===== src/rtl/coffee_dispenser_ctrl_if.sv =====
// Front-panel bundle between the coin/selection panel and the dispenser controller.
// master = panel side (drives coins/buttons), slave = controller side.
interface coffee_dispenser_ctrl_if #(
  parameter int SEL_W    = 3,
  parameter int CREDIT_W = 8
);
  logic                coin_100;
  logic                coin_500;
  logic [SEL_W-1:0]    coffee_type;
  logic                confirm;
  logic                cancel;
  logic [CREDIT_W-1:0] credit;
  logic [CREDIT_W-1:0] change;
  logic                water;
  logic                coffee;
  logic                milk;
  logic                chocolate;
  logic                sugar;
  logic                busy;
  logic                finished;
  logic                denied;

  modport master (
    output coin_100, coin_500, coffee_type, confirm, cancel,
    input  credit, change, water, coffee, milk, chocolate, sugar, busy, finished, denied
  );

  modport slave (
    input  coin_100, coin_500, coffee_type, confirm, cancel,
    output credit, change, water, coffee, milk, chocolate, sugar, busy, finished, denied
  );
endinterface


===== src/rtl/coffee_dispenser_ctrl.sv =====
// Coin-operated coffee controller: credit accumulation, price check, timed valve
// recipe sequencing and change return. All outputs are registered.
module coffee_dispenser_ctrl #(
  parameter int                                 NUM_PRODUCTS = 5,
  parameter int                                 SEL_W        = 3,
  parameter int                                 CREDIT_W     = 8,
  parameter logic [NUM_PRODUCTS*CREDIT_W-1:0]   PRICES       = {CREDIT_W'(8), CREDIT_W'(7),
                                                                CREDIT_W'(6), CREDIT_W'(5),
                                                                CREDIT_W'(3)},
  parameter logic [NUM_PRODUCTS*5-1:0]          RECIPES      = {5'h1F, 5'h0D, 5'h07, 5'h13, 5'h03},
  parameter int                                 STEP_CYCLES  = 4
) (
  input  logic                   clock,
  input  logic                   reset,
  coffee_dispenser_ctrl_if.slave bus
);

  localparam int CNT_W = (STEP_CYCLES > 1) ? $clog2(STEP_CYCLES) : 1;
  localparam int EXT_W = CREDIT_W + 3;

  typedef enum logic [1:0] {IDLE, DISPENSE, DONE} state_t;

  state_t              state_q, state_d;
  logic [CREDIT_W-1:0] credit_q, credit_d;
  logic [CREDIT_W-1:0] change_q, change_d;
  logic [4:0]          valve_q, valve_d;
  logic [4:0]          rem_q, rem_d;
  logic [CNT_W-1:0]    cnt_q, cnt_d;
  logic                busy_q, busy_d;
  logic                finished_q, finished_d;
  logic                denied_q, denied_d;
  logic [3:0]          hist_q;

  logic [3:0]          raw, evt;
  logic [2:0]          gain;
  logic                coin_ev, sel_ok, do_cancel, do_confirm, accept;
  logic [SEL_W-1:0]    sel_idx;
  logic [CREDIT_W-1:0] price;
  logic [4:0]          recipe;

  function automatic logic [CREDIT_W-1:0] sat(input logic [EXT_W-1:0] v);
    return (|v[EXT_W-1:CREDIT_W]) ? {CREDIT_W{1'b1}} : v[CREDIT_W-1:0];
  endfunction

  function automatic logic [4:0] lowbit(input logic [4:0] m);
    return m & (~m + 5'd1);
  endfunction

  // {cancel, confirm, coin_500, coin_100}
  assign raw     = {bus.cancel, bus.confirm, bus.coin_500, bus.coin_100};
  assign evt     = raw & ~hist_q;
  assign gain    = (evt[0] ? 3'd1 : 3'd0) + (evt[1] ? 3'd5 : 3'd0);
  assign coin_ev = evt[0] | evt[1];

  assign sel_ok     = int'(bus.coffee_type) < NUM_PRODUCTS;
  assign sel_idx    = sel_ok ? bus.coffee_type : '0;
  assign price      = PRICES[sel_idx*CREDIT_W +: CREDIT_W];
  assign recipe     = RECIPES[sel_idx*5 +: 5];
  assign do_cancel  = evt[3] && (credit_q != '0);
  // a cancel edge always shadows a confirm on the same cycle, even with no credit
  assign do_confirm = evt[2] && !evt[3];
  assign accept     = do_confirm && sel_ok && (credit_q >= price);

  always_comb begin
    state_d  = state_q;
    credit_d = credit_q;
    change_d = change_q;
    valve_d  = valve_q;
    rem_d    = rem_q;
    cnt_d    = cnt_q;
    denied_d = 1'b0;
    case (state_q)
      IDLE: begin
        valve_d = '0;
        if (do_cancel) begin
          change_d = sat(EXT_W'(credit_q) + EXT_W'(gain));
          credit_d = '0;
        end else if (accept) begin
          change_d = sat(EXT_W'(credit_q) - EXT_W'(price) + EXT_W'(gain));
          credit_d = '0;
          if (recipe == '0) begin
            state_d = DONE;
          end else begin
            state_d = DISPENSE;
            valve_d = lowbit(recipe);
            rem_d   = recipe & ~lowbit(recipe);
            cnt_d   = CNT_W'(STEP_CYCLES - 1);
          end
        end else begin
          denied_d = do_confirm;
          if (coin_ev) begin
            credit_d = sat(EXT_W'(credit_q) + EXT_W'(gain));
            // zero credit means this coin opens a new transaction
            if (credit_q == '0) change_d = '0;
          end
        end
      end
      DISPENSE: begin
        if (cnt_q != '0) begin
          cnt_d = cnt_q - 1'b1;
        end else if (rem_q != '0) begin
          valve_d = lowbit(rem_q);
          rem_d   = rem_q & ~lowbit(rem_q);
          cnt_d   = CNT_W'(STEP_CYCLES - 1);
        end else begin
          valve_d = '0;
          state_d = DONE;
        end
      end
      DONE:    state_d = IDLE;
      default: state_d = IDLE;
    endcase
    busy_d     = (state_d != IDLE);
    finished_d = (state_d == DONE);
  end

  always_ff @(posedge clock or negedge reset) begin
    if (!reset) begin
      state_q    <= IDLE;
      credit_q   <= '0;
      change_q   <= '0;
      valve_q    <= '0;
      rem_q      <= '0;
      cnt_q      <= '0;
      busy_q     <= 1'b0;
      finished_q <= 1'b0;
      denied_q   <= 1'b0;
      hist_q     <= '1;
    end else begin
      state_q    <= state_d;
      credit_q   <= credit_d;
      change_q   <= change_d;
      valve_q    <= valve_d;
      rem_q      <= rem_d;
      cnt_q      <= cnt_d;
      busy_q     <= busy_d;
      finished_q <= finished_d;
      denied_q   <= denied_d;
      hist_q     <= raw;
    end
  end

  assign bus.credit    = credit_q;
  assign bus.change    = change_q;
  assign bus.water     = valve_q[0];
  assign bus.coffee    = valve_q[1];
  assign bus.milk      = valve_q[2];
  assign bus.chocolate = valve_q[3];
  assign bus.sugar     = valve_q[4];
  assign bus.busy      = busy_q;
  assign bus.finished  = finished_q;
  assign bus.denied    = denied_q;

endmodule


===== src/flat_wrapper.sv =====
// flat-port wrapper written by rule: the top's interface ports become plain ports
module coffee_dispenser_ctrl_flat 
#(
  parameter int                                 NUM_PRODUCTS = 5,
  parameter int                                 SEL_W        = 3,
  parameter int                                 CREDIT_W     = 8,
  parameter logic [NUM_PRODUCTS*CREDIT_W-1:0]   PRICES       = {CREDIT_W'(8), CREDIT_W'(7),
                                                                CREDIT_W'(6), CREDIT_W'(5),
                                                                CREDIT_W'(3)},
  parameter logic [NUM_PRODUCTS*5-1:0]          RECIPES      = {5'h1F, 5'h0D, 5'h07, 5'h13, 5'h03},
  parameter int                                 STEP_CYCLES  = 4
)
  (clock, reset, bus_coin_100, bus_coin_500, bus_coffee_type, bus_confirm, bus_cancel, bus_credit, bus_change, bus_water, bus_coffee, bus_milk, bus_chocolate, bus_sugar, bus_busy, bus_finished, bus_denied);
  coffee_dispenser_ctrl_if #(.SEL_W(SEL_W), .CREDIT_W(CREDIT_W)) bus_i ();
  input  logic clock;
  input  logic reset;
  input wire logic [$bits(bus_i.coin_100)-1:0] bus_coin_100;
  input wire logic [$bits(bus_i.coin_500)-1:0] bus_coin_500;
  input wire logic [$bits(bus_i.coffee_type)-1:0] bus_coffee_type;
  input wire logic [$bits(bus_i.confirm)-1:0] bus_confirm;
  input wire logic [$bits(bus_i.cancel)-1:0] bus_cancel;
  output wire logic [$bits(bus_i.credit)-1:0] bus_credit;
  output wire logic [$bits(bus_i.change)-1:0] bus_change;
  output wire logic [$bits(bus_i.water)-1:0] bus_water;
  output wire logic [$bits(bus_i.coffee)-1:0] bus_coffee;
  output wire logic [$bits(bus_i.milk)-1:0] bus_milk;
  output wire logic [$bits(bus_i.chocolate)-1:0] bus_chocolate;
  output wire logic [$bits(bus_i.sugar)-1:0] bus_sugar;
  output wire logic [$bits(bus_i.busy)-1:0] bus_busy;
  output wire logic [$bits(bus_i.finished)-1:0] bus_finished;
  output wire logic [$bits(bus_i.denied)-1:0] bus_denied;
  assign bus_i.coin_100 = bus_coin_100;
  assign bus_i.coin_500 = bus_coin_500;
  assign bus_i.coffee_type = bus_coffee_type;
  assign bus_i.confirm = bus_confirm;
  assign bus_i.cancel = bus_cancel;
  assign bus_credit = bus_i.credit;
  assign bus_change = bus_i.change;
  assign bus_water = bus_i.water;
  assign bus_coffee = bus_i.coffee;
  assign bus_milk = bus_i.milk;
  assign bus_chocolate = bus_i.chocolate;
  assign bus_sugar = bus_i.sugar;
  assign bus_busy = bus_i.busy;
  assign bus_finished = bus_i.finished;
  assign bus_denied = bus_i.denied;
  coffee_dispenser_ctrl #(.NUM_PRODUCTS(NUM_PRODUCTS), .SEL_W(SEL_W), .CREDIT_W(CREDIT_W), .PRICES(PRICES), .RECIPES(RECIPES), .STEP_CYCLES(STEP_CYCLES)) u_core (.clock(clock), .reset(reset), .bus(bus_i));
endmodule

===== config.mk =====
export PLATFORM = sky130hd
export DESIGN_NAME = coffee_dispenser_ctrl_flat
export DESIGN_NICKNAME = d
export VERILOG_FILES = /design/src/rtl/coffee_dispenser_ctrl_if.sv /design/src/rtl/coffee_dispenser_ctrl.sv /design/src/flat_wrapper.sv
export SDC_FILE = /design/constraint.sdc
export NUM_CORES = 1
export LEC_CHECK = 0
export CAP_MARGIN = 20
export CORE_MARGIN = 5
export CORE_UTILIZATION = 47
export CTS_BUF_LIST = sky130_fd_sc_hd__clkbuf_4 sky130_fd_sc_hd__clkbuf_8 sky130_fd_sc_hd__clkbuf_16
export DETAILED_ROUTE_END_ITERATION = 6
export GPL_TIMING_DRIVEN = 0
export PLACE_DENSITY_LB_ADDON = 0.1
export SETUP_SLACK_MARGIN = 0.1
export SYNTH_ARGS = -nofsm -noshare
export SYNTH_HDL_FRONTEND = slang
export SYNTH_SLANG_ARGS = --single-unit

===== constraint.sdc =====
create_clock -name clock -period 3.2 [get_ports clock]
set_clock_uncertainty 0.05 [all_clocks]
set_input_delay 0.32 -clock clock [delete_from_list [all_inputs] [get_ports clock]]
set_output_delay 0.32 -clock clock [all_outputs]
set_load 0.1 [all_outputs]

==> impl_metrics.csv, run 1 <==
group,metric,value,unit
clocking,hold_buffers,0,
power,seqPwrFrac,21.1,%
clocking,cts_sinks,36,
grt,grt-ovfl-total,0,
synthesis,ys_warn_count,0,
clocking,clk_pin_slew,0.08,ns
power,p_clk_share,12.2,%
detailed_routing,wl_per_cell,15.86,µm
min_path,hold_path.class,"primary input to async pin",
synthesis,yosys-mux-area-fraction,1.627,%
power,cell_internal_pwr,1525,µW
power,power,3329,µW
detailed_routing,dr.pass1.iters,4,
detailed_routing,drt_iter0_drc,140,
detailed_routing,wirelength,6.201,mm
worst_setup_path,cp_common_cell,"ha_1",
detailed_routing,vias_per_cell,5.826,
worst_setup_path,r2r-start,"u_core.hist_q[1]",
worst_setup_path,path_cells,"clkbuf_2, nor2b_4, a21oi_1, or2_2, ha_1, inv_1, fa_2, ha_1, a21o_1, a21oi_2, nand3b_1, and3b_2, o31ai_2, a31oi_1",
die,initial_utilization,48.19,%
synthesis,synthSimpleGateAreaFrac,19.42,%
clocking,clock_path_buffers,2,
clocking,cts_tree,"done",
finish,register_area,907.1,µm²
worst_setup_path,rr_worst_depth,11,
synthesis,synth-xor-area-share,4.626,%
grt,grt_max_degree,37,
power,peakVddDrop,0.6365,mV
synthesis,synthArstFlopShare,100.0,%
place,dp_hpwl,4.662,mm
grt,antenna_found_initial,0,
detailed_routing,drc,0,
sta,hold_violations,0,
sta,rsz0062_at_grt,"no",
sta,fin_hold_ws,0.05130,ns
clocking,numCtsBuffers,5,
sta,max_freq,337.7,MHz
synthesis,synth_top_family_by_area,"compound AO/OA/AOI/OAI gates",
grt,track_usage,19.89,%
synthesis,synth_flop_cell,"dfrtp_1",
clocking,cts_root_buffer,"clkbuf_8",
sta,fin_tns_setup,0,ns
finish,fin_nets,346,
finish,antenna_cells,0,
synthesis,syn-num-nets,307,
detailed_routing,vias,2278,
finish,layout-drive-gt1-share,12.46,%
worst_setup_path,worstSetupStartpointType,"primary input",
worst_setup_path,reg2reg_setup_slack,0.29,ns
synthesis,synth_compound_area_share,23.69,%
die,ios,33,
synthesis,synth-adder-area-share,9.558,%
power,switching_share,54.19,%
grt,grt_pass1_wl,10.21,mm
die,die_area,6784,µm²
worst_setup_path,arrival,3.06,ns
status,status,"completed",
clocking,cts_htree_levels,2,
power,power_density,1100,nW/µm²
finish,multi_input_area,1510,µm²
worst_setup_path,crit_type,"primary input to flip-flop",
worst_setup_path,slowest_stage,"fa_2",
sta,final.period_utilization,92.53,%
die,rows,26,
finish,fill_cells,497,
synthesis,synth_edf_count,0,
synthesis,postSynthCellCount,281,
synthesis,syn_area,2461,µm²
detailed_routing,ant_nets,0,
worst_setup_path,cp_max_fo,5,
place,gp_congestion,0.8454,
worst_setup_path,cp.required,3.30,ns
die,die_w,82.37,µm
sta,drv_slew,0,
power,p_sw,1804,µW
sta,setup_violations,0,
finish,syn2layout_area_growth,22.93,%
sta,fin_crit,2.961,ns
die,core,5107,µm²
worst_setup_path,timing.rr.end,"u_core.bus.change[7]",
sta,slew-limit-headroom,34.84,%
die,fp.dieH,82.37,µm
finish,fin_util,59.24,%
sta,worst_pin_slew,0.9743,ns
place,numPortBuffers,32,
flow_run,maxCapViolations,0,
synthesis,ys_seq_elements,36,
synthesis,ys_seq_area_share,36.81,%
grt,grt_pass1_vias,2174,
power,leakagePower,0.001398,µW
synthesis,synth.distinct_cells,52,
power,power_frac_comb,66.8,%
worst_setup_path,worstSetupEndpointType,"flip-flop",
synthesis,syn_avg_cell_area,8.758,µm²
clocking,clkLatencyLatePin,0.29,ns
worst_setup_path,cpPeakStageDelay,0.47,ns
-- registers in the layout, summed over array words and instances, names as in the netlist --
register / flops
u_core.cnt_q: 2
u_core.bus.busy: 1
u_core.rem_q: 4
u_core.state_q: 2
u_core.bus.finished: 1
u_core.hist_q: 4
u_core.valve_q: 5
u_core.bus.credit: 8
u_core.bus.denied: 1
u_core.bus.change: 8
-- metal layers --
metal | GRT usage, % | vias up | share of wire (%)
met3 | 4.338 | 15 | 5.8
met5 | 0 | - | 0
met4 | 7.143 | 0 | 1.8
met2 | 31.33 | 78 | 44
li1 | - | 1099 | -
met1 | 26.77 | 1086 | 48
-- worst max path at each step --
stage,start,end,slack (ns)
floorplan,u_core.bus.credit[1],u_core.bus.change[4],0.12
global placement,bus_coffee_type[1],u_core.bus.change[4],-0.54
detailed placement,bus_coffee_type[1],u_core.bus.change[4],-0.58
CTS,bus_coffee_type[2],u_core.bus.change[4],0.11
global route,bus_coffee_type[0],u_core.bus.change[4],0.11
finish,bus_coffee_type[1],u_core.bus.change[4],0.24
-- critical path: cells and delay by family --
kind | cells | cell delay, ns
adders and majority gates | 3 | 0.95
buffers and inverters | 2 | 0.22
AOI/OAI and AO/OA | 5 | 0.59
and+or+nand+nor | 4 | 0.98
-- timing repair --
item	4_1_cts	5_1_grt
endpoints found under the setup margin	19	10
pin swaps	0	3
setup buffers	0	1
resized for setup	10	16
endpoints found under the hold margin	0	0
-- through the flow --
stage          instances  area (µm²)  setup slack [ns]
6_report             391        3025            0.2391
5_1_grt              391        3025            0.1051
4_1_cts              391        2993            0.1053
3_5_place_dp         383        2865           -0.5793
3_3_place_gp         383        2870           -0.5430
2_1_floorplan        281        2462            0.1190
-- synthesized netlist by cell type (2+ instances only) --
cell       instances  share of area [%]
mux2i_1            4                1.6
nand2b_1           7                1.8
clkbuf_1           8                1.2
a21oi_1           14                2.8
a32o_1             3                1.2
nor4_1             2               0.51
o21ai_1            2               0.41
o2111ai_1          3                1.1
nor2_1            32                4.9
a21o_1             5                1.5
dfrtp_1           32                 33
dfstp_2            4                4.3
xor2_1             8                2.8
and3_1             5                1.3
o22ai_1            3               0.76
or2_2              3               0.76
o21bai_1           2               0.61
xnor2_1            5                1.8
a22o_1             4                1.4
ha_1              14                7.1
a211oi_1           2               0.61
nor3_1             5                1.0
nor2b_1            5                1.3
nand2_1           24                3.7
nand3_1            5                1.0
a31oi_1            9                2.3
nand3b_1           2               0.61
fa_1               3                2.4
a211o_1            3                1.1
o31ai_1            8                2.4
inv_1             16                2.4
o21ai_0           19                3.9
-- power groups by stage --
stage,combinational (µW),sequential (µW),clock [µW]
5_1_grt,2410,719,439
6_report,2220,701,405
4_1_cts,2140,699,417
3_5_place_dp,2130,706,0
3_3_place_gp,2110,704,0
2_1_floorplan,1040,1320,0
-- cells by family (layout without fill, tap and decap cells) --
| kind of cell | after synthesis | in the layout |
|---|---|---|
| and+or+nand+nor | 98 | 98 |
| adders and majority gates | 17 | 17 |
| xor gates and xnor gates | 13 | 13 |
| muxes | 4 | 4 |
| DFF | 36 | 36 |
| buffers and inverters | 26 | 66 |
| AOI/OAI and AO/OA | 87 | 87 |
-- cell type report --
| type | instances | area share [%] |
|---|---|---|
| Clock inverter | 2 | 1.158 |
| Sequential cell | 36 | 29.98 |
| Tap cell | 70 | 2.895 |
| Timing Repair Buffer | 33 | 10.17 |
| Multi-Input combinational cell | 219 | 49.92 |
| Clock buffer | 6 | 2.523 |
| Buffer | 9 | 1.365 |
| Inverter | 16 | 1.985 |
-- cells in the final DEF (no fill, tap or decap), types with 4 or more instances in the layout --
cell | synthesis | final
clkdlybuf4s50_1 | 0 | 28
a21o_1 | 5 | 5
a22o_1 | 4 | 4
nand2_1 | 24 | 24
dfstp_2 | 4 | 4
xnor2_1 | 5 | 5
xor2_1 | 8 | 8
nand3_1 | 5 | 4
a31oi_1 | 9 | 9
clkbuf_1 | 8 | 7
nand2b_1 | 7 | 7
dfrtp_1 | 32 | 31
nor2_1 | 32 | 30
nor3_1 | 5 | 5
o31ai_1 | 8 | 5
o21ai_0 | 19 | 19
and3_1 | 5 | 5
ha_1 | 14 | 14
inv_1 | 16 | 15
a21oi_1 | 14 | 12
clkbuf_8 | 0 | 5
No activity file was read; power rests on OpenSTA's default activity.
==> run 2: changes to the inputs <==
Settings changed: SKIP_CTS_REPAIR_TIMING set to 1.
==> run 2 against run 1 <==
  * Critical endpoint is now u_core.bus.change[1]
  * Cell count rose by 0.26%
  * Highest routed layer unchanged
  * Critical path type unchanged
  * Utilization is 0.17 points higher
  * Clock power about the same
  * Via count down 1.1%
  * Design area is 0.29% higher
==> impl_metrics.csv, run 2 (synthesized netlist as in run 1, its figures left out) <==
group,metric,value,unit
die,die_area,6784,µm²
status,status,"completed",
worst_setup_path,cp_max_fo,6,
die,die_w,82.37,µm
place,post-place-ws,-0.5793,ns
clocking,cts_htree_levels,2,
detailed_routing,dr.pass1.iters,6,
power,cell_internal_pwr,1528,µW
place,placed_area,2865,µm²
grt,grt-ovfl-total,0,
grt,grt_pass1_wl,10.18,mm
sta,final.period_utilization,92.21,%
die,core,5107,µm²
finish,final-instance-count-excl-fill,392,
sta,setup_violations,0,
worst_setup_path,crit_type,"primary input to flip-flop",
sta,worst_pin_slew,0.9742,ns
clocking,cts_sinks,36,
detailed_routing,wl_per_cell,15.67,µm
power,p_clk_share,12.2,%
finish,mostFrequentLayoutCell,"dfrtp_1",
place,dp_hpwl,4.662,mm
sta,setup_ws,0.2494,ns
sta,slew-limit-headroom,34.85,%
worst_setup_path,cp.required,3.30,ns
die,fp.dieH,82.37,µm
detailed_routing,vias,2254,
detailed_routing,vias_per_cell,5.750,
clocking,clk_pin_slew,0.08,ns
clocking,cts_root_buffer,"clkbuf_8",
sta,rsz0062_at_grt,"no",
place,gp_congestion,0.8454,
clocking,numCtsBuffers,5,
detailed_routing,drc,0,
power,peakVddDrop,0.6282,mV
sta,max_freq,338.9,MHz
min_path,hold_path.class,"primary input to async pin",
die,initial_utilization,48.19,%
die,ios,33,
grt,grt_pass1_vias,2149,
power,switching_share,54.09,%
finish,fin_nets,347,
worst_setup_path,worstSetupEndpointType,"flip-flop",
grt,antenna_found_initial,0,
place,numPortBuffers,32,
place,dp_cells,383,
sta,fin_crit,2.951,ns
grt,track_usage,19.84,%
worst_setup_path,worstSetupStartpointType,"primary input",
power,power,3327,µW
detailed_routing,drt_iter0_drc,89,
power,power_frac_comb,66.7,%
power,p_sw,1800,µW
flow_run,maxCapViolations,0,
clocking,clock_path_buffers,2,
finish,fin_area,3034,µm²
sta,drv_slew,0,
detailed_routing,wirelength,6.143,mm
power,power_density,1097,nW/µm²
detailed_routing,ant_nets,0,
finish,final_cell_mix,"31 x dfrtp_1, 30 x nor2_1, 28 x clkdlybuf4s50_1",
die,rows,26,
finish,layout-drive-gt1-share,12.73,%
clocking,cts_tree,"done",
worst_setup_path,arrival,3.05,ns
clocking,clkLatencyLatePin,0.30,ns
sta,hold_violations,0,
grt,grt_max_degree,37,
power,seqPwrFrac,21.1,%
finish,syn2layout_area_growth,23.28,%
power,leakagePower,0.001404,µW
finish,antenna_cells,0,
[run 2: final timing paths]
path	from	end	slack (ns)	cells after the start
min in group clock	bus_coffee_type[1]	u_core.rem_q[4]	0.23	2
max in group asynchronous	reset	u_core.bus.credit[0]	2.50	1
min reg2reg	u_core.cnt_q[0]	u_core.cnt_q[0]	0.45	1
max	bus_coffee_type[0]	u_core.bus.change[1]	0.25	14
max reg2reg	u_core.bus.credit[3]	u_core.bus.change[6]	0.30	8
min	reset	u_core.rem_q[1]	0.05	1
[run 2: area by class of cell]
cell class                 instances  area, µm²
fill                             487       2073
multi-input combinational        219       1511
sequential                        36      907.1
timing repair buffer              34      315.3
tap                               70      87.58
clock buffer                       6      76.32
inverter                          16      60.06
buffer                             9      41.29
clock inverter                     2      35.03
[run 2: worst max-delay path, cell delays in order]
cell and delay (ns):
clkbuf_2 0.13, nor2_2 0.14, a21oi_1 0.09, or2_2 0.28, ha_1 0.19, inv_1 0.10, fa_2 0.46, ha_1 0.29
a21o_1 0.12, a21oi_2 0.08, nand3b_1 0.19, and3b_2 0.30, o31ai_2 0.23, a31oi_1 0.11
[run 2: per-stage QoR]
step	util [%]	setup TNS [ns]	hold WS, ns
after floorplan	-	0	-0.02559
after global placement	56.20	-7.372	0.4312
after detailed placement	56.10	-7.898	0.4004
after CTS	58.28	-2.378	0.08213
after global routing	59.41	0	0.1355
final	59.41	0	0.04732
[run 2: power by group through the flow]
stage / Clock [µW] / Combinational (µW) / Sequential, µW
global placement: 0 / 2110 / 704
CTS: 417 / 2130 / 699
global route: 439 / 2410 / 718
detailed placement: 0 / 2130 / 706
finish: 407 / 2220 / 701
floorplan: 0 / 1040 / 1320
[run 2: per-layer routing]
layer / global-route usage [%] / share of wire (%) / up-vias
li1: - / - / 1097
met1: 26.77 / 48 / 1074
met2: 31.25 / 45 / 73
met3: 4.338 / 5.6 / 10
met4: 6.977 / 1.4 / 0
met5: 0 / 0 / -
